===== src/rtl/rr_bus_arbiter8.sv =====
// rr_bus_arbiter8
// Eight-way round-robin arbiter that captures the winning requester's 32-bit
// operand into a single output register and holds it until the sink accepts it.
//
// Ports:
//   clock      rising-edge clock
//   reset      asynchronous active-low reset (0 = in reset)
//   req        request from requester i on bit i
//   data_in    requester i operand on bits [32i+31:32i]
//   out_ready  sink accepts out_data this cycle
//   grant      one-hot registered grant, zero when idle
//   grant_id   binary index of the current grant
//   out_valid  out_data holds a transfer not yet accepted
//   out_data   captured operand of the granted requester
module rr_bus_arbiter8 (
    input  logic         clock,
    input  logic         reset,
    input  logic [7:0]   req,
    input  logic [255:0] data_in,
    input  logic         out_ready,
    output logic [7:0]   grant,
    output logic [2:0]   grant_id,
    output logic         out_valid,
    output logic [31:0]  out_data
);

    typedef enum logic {
        IDLE  = 1'b0,
        GRANT = 1'b1
    } stateT;

    stateT       state;
    stateT       nextState;
    logic [2:0]  ptr;
    logic [2:0]  searchBase;
    logic [2:0]  probeIdx;
    logic [2:0]  winnerId;
    logic        winnerFound;
    logic [31:0] winnerData;
    logic        complete;
    logic        loadWinner;
    logic        goIdle;

    // A transfer finishes whenever the held data is accepted by the sink.
    assign complete = out_valid && out_ready;

    // While a grant is live, ptr still reflects the previous completion, so the
    // back-to-back search has to start just past the grant being retired.  In
    // IDLE the pointer already holds that value.
    always_comb begin
        searchBase = ptr;
        if (state == GRANT) begin
            searchBase = grant_id + 3'd1;
        end
    end

    // Circular priority search starting at searchBase.  Walking from the far
    // end back toward offset 0 lets the closest set request overwrite any
    // farther one, so the last assignment is the round-robin winner.
    always_comb begin
        winnerFound = 1'b0;
        winnerId    = searchBase;
        probeIdx    = 3'd0;
        for (int k = 7; k >= 0; k--) begin
            probeIdx = searchBase + 3'(k);
            if (req[probeIdx]) begin
                winnerFound = 1'b1;
                winnerId    = probeIdx;
            end
        end
    end

    // Operand selection: an 8:1 mux of 32-bit lanes steered by the winner.
    always_comb begin
        winnerData = 32'h0;
        case (winnerId)
            3'd0: winnerData = data_in[31:0];
            3'd1: winnerData = data_in[63:32];
            3'd2: winnerData = data_in[95:64];
            3'd3: winnerData = data_in[127:96];
            3'd4: winnerData = data_in[159:128];
            3'd5: winnerData = data_in[191:160];
            3'd6: winnerData = data_in[223:192];
            3'd7: winnerData = data_in[255:224];
            default: winnerData = 32'h0;
        endcase
    end

    // Next-state logic.  A new winner is loaded either from IDLE or at the
    // same edge that retires the current transfer, which gives back-to-back
    // grants without a bubble.  Without acceptance nothing moves, so the held
    // grant and data ignore any activity on req or data_in.
    always_comb begin
        nextState  = state;
        loadWinner = 1'b0;
        goIdle     = 1'b0;
        case (state)
            IDLE: begin
                if (winnerFound) begin
                    nextState  = GRANT;
                    loadWinner = 1'b1;
                end
            end
            GRANT: begin
                if (complete) begin
                    if (winnerFound) begin
                        loadWinner = 1'b1;
                    end else begin
                        nextState = IDLE;
                        goIdle    = 1'b1;
                    end
                end
            end
            default: begin
                nextState = IDLE;
                goIdle    = 1'b1;
            end
        endcase
    end

    // State, pointer and output registers.  The pointer advances only when a
    // transfer is accepted, never on stall cycles.  Going idle clears grant
    // and out_valid but leaves grant_id and out_data as they were.
    always_ff @(posedge clock or negedge reset) begin
        if (!reset) begin
            state     <= IDLE;
            ptr       <= 3'd0;
            grant     <= 8'h00;
            grant_id  <= 3'd0;
            out_valid <= 1'b0;
            out_data  <= 32'h0;
        end else begin
            state <= nextState;
            if (state == GRANT && complete) begin
                ptr <= grant_id + 3'd1;
            end
            if (loadWinner) begin
                grant     <= 8'h01 << winnerId;
                grant_id  <= winnerId;
                out_valid <= 1'b1;
                out_data  <= winnerData;
            end else if (goIdle) begin
                grant     <= 8'h00;
                out_valid <= 1'b0;
            end
        end
    end

endmodule

===== config.mk =====
export PLATFORM = sky130hd
export DESIGN_NAME = rr_bus_arbiter8
export DESIGN_NICKNAME = d
export VERILOG_FILES = /design/src/rtl/rr_bus_arbiter8.sv
export SDC_FILE = /design/constraint.sdc
export NUM_CORES = 1
export LEC_CHECK = 0
export CAP_MARGIN = 0
export CORE_MARGIN = 2
export CORE_UTILIZATION = 36
export DETAILED_ROUTE_END_ITERATION = 16
export PLACE_DENSITY = 0.92
export REMOVE_ABC_BUFFERS = 1
export SYNTH_ARGS = -nofsm -noshare
export SYNTH_HDL_FRONTEND = slang
export SYNTH_SLANG_ARGS = --single-unit

===== constraint.sdc =====
create_clock -name clock -period 4.08 [get_ports clock]
set_input_delay 0.612 -clock clock [delete_from_list [all_inputs] [get_ports clock]]
set_output_delay 0.612 -clock clock [all_outputs]
set_load 0.01 [all_outputs]

-- Word level (Yosys, flattened, before mapping)
Index checks and enable logic that the tools add are counted.
- $add $sub $neg: 8
- order comparisons: 8
- equal/unequal tests: 7
- shift operators: 1
- muxes and demuxes: 46
- bitwise operators: 1
- reductions and logical operators: 4
- operators with widths (cell ; count):
    $pmux 32 s8 ; 1
    $lt 3x4->1 const B ; 8
    $mux 3 ; 9
    $bmux 1 s3 ; 8
    $mux 1 ; 24
    $mux 8 ; 2
    $add 3x3->3 const B ; 4
    $eq 3x3->1 const B ; 4
    $shl 1x3->8 const A ; 1
    $add 3x1->3 const B ; 2
    $add 3x2->3 const B ; 2
    $eq 3x2->1 const B ; 2
    $pmux 1 s2 ; 2
    $eq 3x1->1 const B ; 1
    $logic_not 3->1 ; 1
    $logic_and 1x1->1 ; 2
    $reduce_bool 2->1 ; 1
    $not 1->1 ; 1
- flip-flop bits (word level): 48
- word-level logic and storage cells: 81

-- Longest topological paths before layout
- depth after elaboration: 18
- gate-level depth with buffers: 20

-- Worst setup path before layout
OpenSTA, ideal clock, no wires.
- path type: flip-flop to flip-flop
- start: register grant_id[0]
- end: register out_data[1]
- setup time: 125 ps
- data arrival time: 4002 ps
- required time: 3955 ps
- slack: -48 ps
- stages on the path, launching flop included: 18
- clock period less this slack: 4128 ps
- cell sequence: dfrtp_1 > ha_1 > mux2i_2 > inv_2 > buf_4 > buf_2 > ha_1 > a2111oi_1 > a211oi_1 > a2111oi_0 > or3_1 > o211ai_2 > o2111a_2 > buf_6 > or2_1 > mux4_2 > nor2_1 > nor3_1
- word-level cells in the longest chain between the ends: 16
- elaborated cells on any way between the ends: 53
- those cells by class: add/sub (8); eq/ne (7); mux (37); reduce/logical (1)
- RTL lines (element ; RTL line ; source):
    from (decl) ; 22 ; output logic [2:0] grant_id,
    from (signal assigned) ; 139 ; grant_id <= winnerId;
    $add 3x1->3 (*) ; 53 ; searchBase = grant_id + 3'd1;
    $mux 3 (*) ; 52 ; if (state == GRANT) begin
    branches (longest 14 deep; another with $add 3x3->3) ; n/a ;
    to (signal assigned) ; 141 ; out_data <= winnerData;
    to (decl) ; 24 ; output logic [31:0] out_data
Every way passes the cells marked *. The select of a mux whose other input is x is not followed.
A chain may end at the register's enable or synchronous reset.

-- Final worst setup path
Same ends and word-level chain as after synthesis.

==> flow_metrics.py <==
metrics = {
    "route": {
        "dr.pass1.iters": 6,
        "post_drt_via_cell_ratio": 5.947,
        "wl_per_cell_um": 21.42,
        "wl_um": 25320,
        "ant_nets": 0,
        "drc": 0,
        "routed-via-count": 7029,
        "drt-initial-drc-count": 565,
    },
    "timing": {
        "setup_viol": 0,
        "hold_slack_ps": 428.0,
        "max_slew_margin_pct": 46.13,
        "skew_ps": 8.619,
        "fin_crit_ps": 3911,
        "maxSlewViolCount": 0,
        "finalCritPeriodShare_pct": 95.86,
        "hold_viol": 0,
        "worstMarginPinSlew_ps": 808.1,
        "setup-tns-final_ps": 0,
        "fmaxAchievable_ghz": 0.2557,
    },
    "synthesis": {
        "synth_top_family_by_area": "compound AO/OA/AOI/OAI gates",
        "muxShareOfSynthArea_pct": 14.68,
        "yosys_warnings": 0,
        "syn-cell-area_um2": 5353,
        "synth-simple-area-share_pct": 19.73,
        "synth-adder-area-share_pct": 0.4675,
        "synth_compound_area_share_pct": 32.30,
        "synthFlopType": "dfrtp_1",
        "synth_seq_cells": 48,
        "synthXorXnorAreaFrac_pct": 1.309,
        "synth_cell_types": 78,
        "async_flop_share_pct": 100.0,
        "syn_inst": 685,
        "synth-edff-count": 0,
        "synth-seq-area-share_pct": 22.44,
        "syn_avg_cell_area_um2": 7.814,
    },
    "critical_path": {
        "critical_path_class": "reg2reg",
        "crit_arrival_ps": 4090,
        "required_ps": 4260,
        "r2r_end": "out_data[1]",
        "rrSetupSlack_ps": 170,
        "cp-endpoint": "out_data[1]",
        "critPathLaunch": "grant_id[0]",
        "startpoint_type": "register",
        "crit_path_end_kind": "register",
        "worst-path-max-fanout": 5,
        "worstReg2RegStart": "grant_id[0]",
        "reg2reg_depth": 19,
    },
    "global_route": {
        "grt_first_pass_wirelength_um": 37200,
        "grt_max_degree": 49,
        "grt_overflow": 0,
        "grt_pass1_vias": 6818,
        "antenna_found_initial": 0,
        "grt_use_total_pct": 29.53,
    },
    "finish": {
        "multi_input_area_um2": 3889,
        "num-nets-final": 1266,
        "area_delta_synth_final_pct": 74.22,
        "final_cell_mix": "clkdlybuf4s50_1, nand2_1, mux2i_1",
        "final.fill_count": 1214,
        "final_layout_size_suffix_gt1_share_pct": 13.93,
        "fin_area_um2": 9325,
        "final_common_cell": "clkdlybuf4s50_1",
        "regArea_um2": 1201,
        "n_antenna_cell": 0,
    },
    "placement": {
        "dpl_cell_area_um2": 8767,
        "globalplace.congestion": 0.9730,
        "place.port_buffers": 310,
        "dp_hpwl_um": 19020,
    },
    "cts": {
        "cts_max_level": 2,
        "hold_buffers": 0,
        "clock_latency_ps": 300,
        "numClockSinks": 48,
        "cts_tree": "done",
        "clockBufferDepth": 2,
        "cts.clk_slew.worst_paths_ps": 70,
        "cts_buffers": 5,
        "root_buffer": "clkbuf_16",
    },
    "floorplanning": {
        "die_area_um2": 15860,
        "start_util_pct": 36.83,
        "io_pins": 311,
        "die_w_um": 125.9,
        "die_h_um": 125.9,
        "coreArea_um2": 14530,
        "row_count": 44,
    },
    "run": {
        "drv_cap": 0,
    },
    "outcome": {
        "status": "complete, no violations",
    },
    "min_path": {
        "holdCritPathClass": "in2async",
    },
}
## routing by layer
layer / global-route usage (%) / routed length, um
met5: 0 / 0
met4: 10.47 / 981
met3: 4.673 / 2060
met2: 52.75 / 12680
met1: 35.90 / 9602
## state kept, by name, indices dropped and copies added (netlist names)
name,count
grant,8
state,1
out_valid,1
ptr,3
out_data,32
grant_id,3
## critical path: stages, from the launching register on
cell	delay, ps
dfrtp_1	390
buf_4	150
and2b_1	310
nor2_8	70
inv_2	70
ha_4	150
inv_1	40
a211o_1	300
and2_2	240
o211ai_1	260
buf_4	170
nand2_1	70
a31oi_2	210
o21ai_4	150
xnor2_4	310
buf_12	160
buf_4	100
mux4_2	470
nor2_1	120
nor3_1	70
## cell usage after synthesis (6+ instances only)
library cell   n  area share [%]
nand2_1       70             4.9
a221o_1        7             1.3
clkbuf_1      19             1.3
nor2_1        47             3.3
inv_1         25             1.8
nor2b_1       12             1.4
a31oi_1       28             3.3
mux2_2         9             1.9
or3_1          7            0.82
buf_4          9             1.3
mux2i_1       58              11
a211o_1        6            0.98
a32o_1         6             1.1
nand3_1       17             1.6
buf_2         34             3.2
a211oi_1      13             1.8
o22ai_1       36             4.2
dfrtp_1       48              22
a21oi_1       53             5.0
nand2b_1       6            0.70
o21ai_1       11             1.0
o21ai_0       25             2.3
o221ai_1      17             2.8
nor3_1        21             2.0
## what timing repair did
item / 4_1_cts / 5_1_grt
cloned: 0 / 4
gates resized for setup: 6 / 31
pin swaps: 0 / 7
endpoints found under the setup margin: 26 / 33
buffers inserted: 0 / 12
## stage by stage
stage,utilization (%),setup WS (ps),std cells
floorplan,-,-2694,616
global placement,60.32,-52.25,1158
detailed placement,60.32,-191.8,1158
CTS,61.85,41.63,1166
global route,64.16,-45.10,1182
finish,64.16,168.8,1182
## cell families (layout without fill, tap and decap cells)
| kind of cell | after synthesis | in the layout |
|---|---|---|
| buffers and inverters | 96 | 406 |
| adder cells (fa/ha/maj) | 2 | 2 |
| multiplexers | 72 | 72 |
| XOR/XNOR | 5 | 6 |
| AO/OA/AOI/OAI | 249 | 251 |
| flip-flops | 48 | 48 |
| AND/OR/NAND/NOR | 213 | 213 |
## worst min-delay path by stage
| stage | from | slack [ps] | depth (start not counted) | endpoint |
|---|---|---|---|---|
| 2_1_floorplan | reset | 320 | 0 | grant[0] |
| 3_3_place_gp | out_data[3] | 460 | 2 | out_data[3] |
| 3_5_place_dp | out_data[2] | 470 | 2 | out_data[2] |
| 4_1_cts | reset | 460 | 2 | out_data[1] |
| 5_1_grt | reset | 480 | 2 | out_data[1] |
| 6_report | reset | 430 | 2 | out_data[1] |
## layout make-up
type,count,area share (%)
Sequential cell,48,12.88
Tap cell,184,2.469
Clock inverter,3,0.7380
Timing Repair Buffer,371,39.78
Multi-Input combinational cell,544,41.70
Inverter,27,1.087
Clock buffer,5,1.342
Power is left out: the tool's default activity adds up to more than one toggle a clock period on the data nets, which glitch-free logic cannot reach.
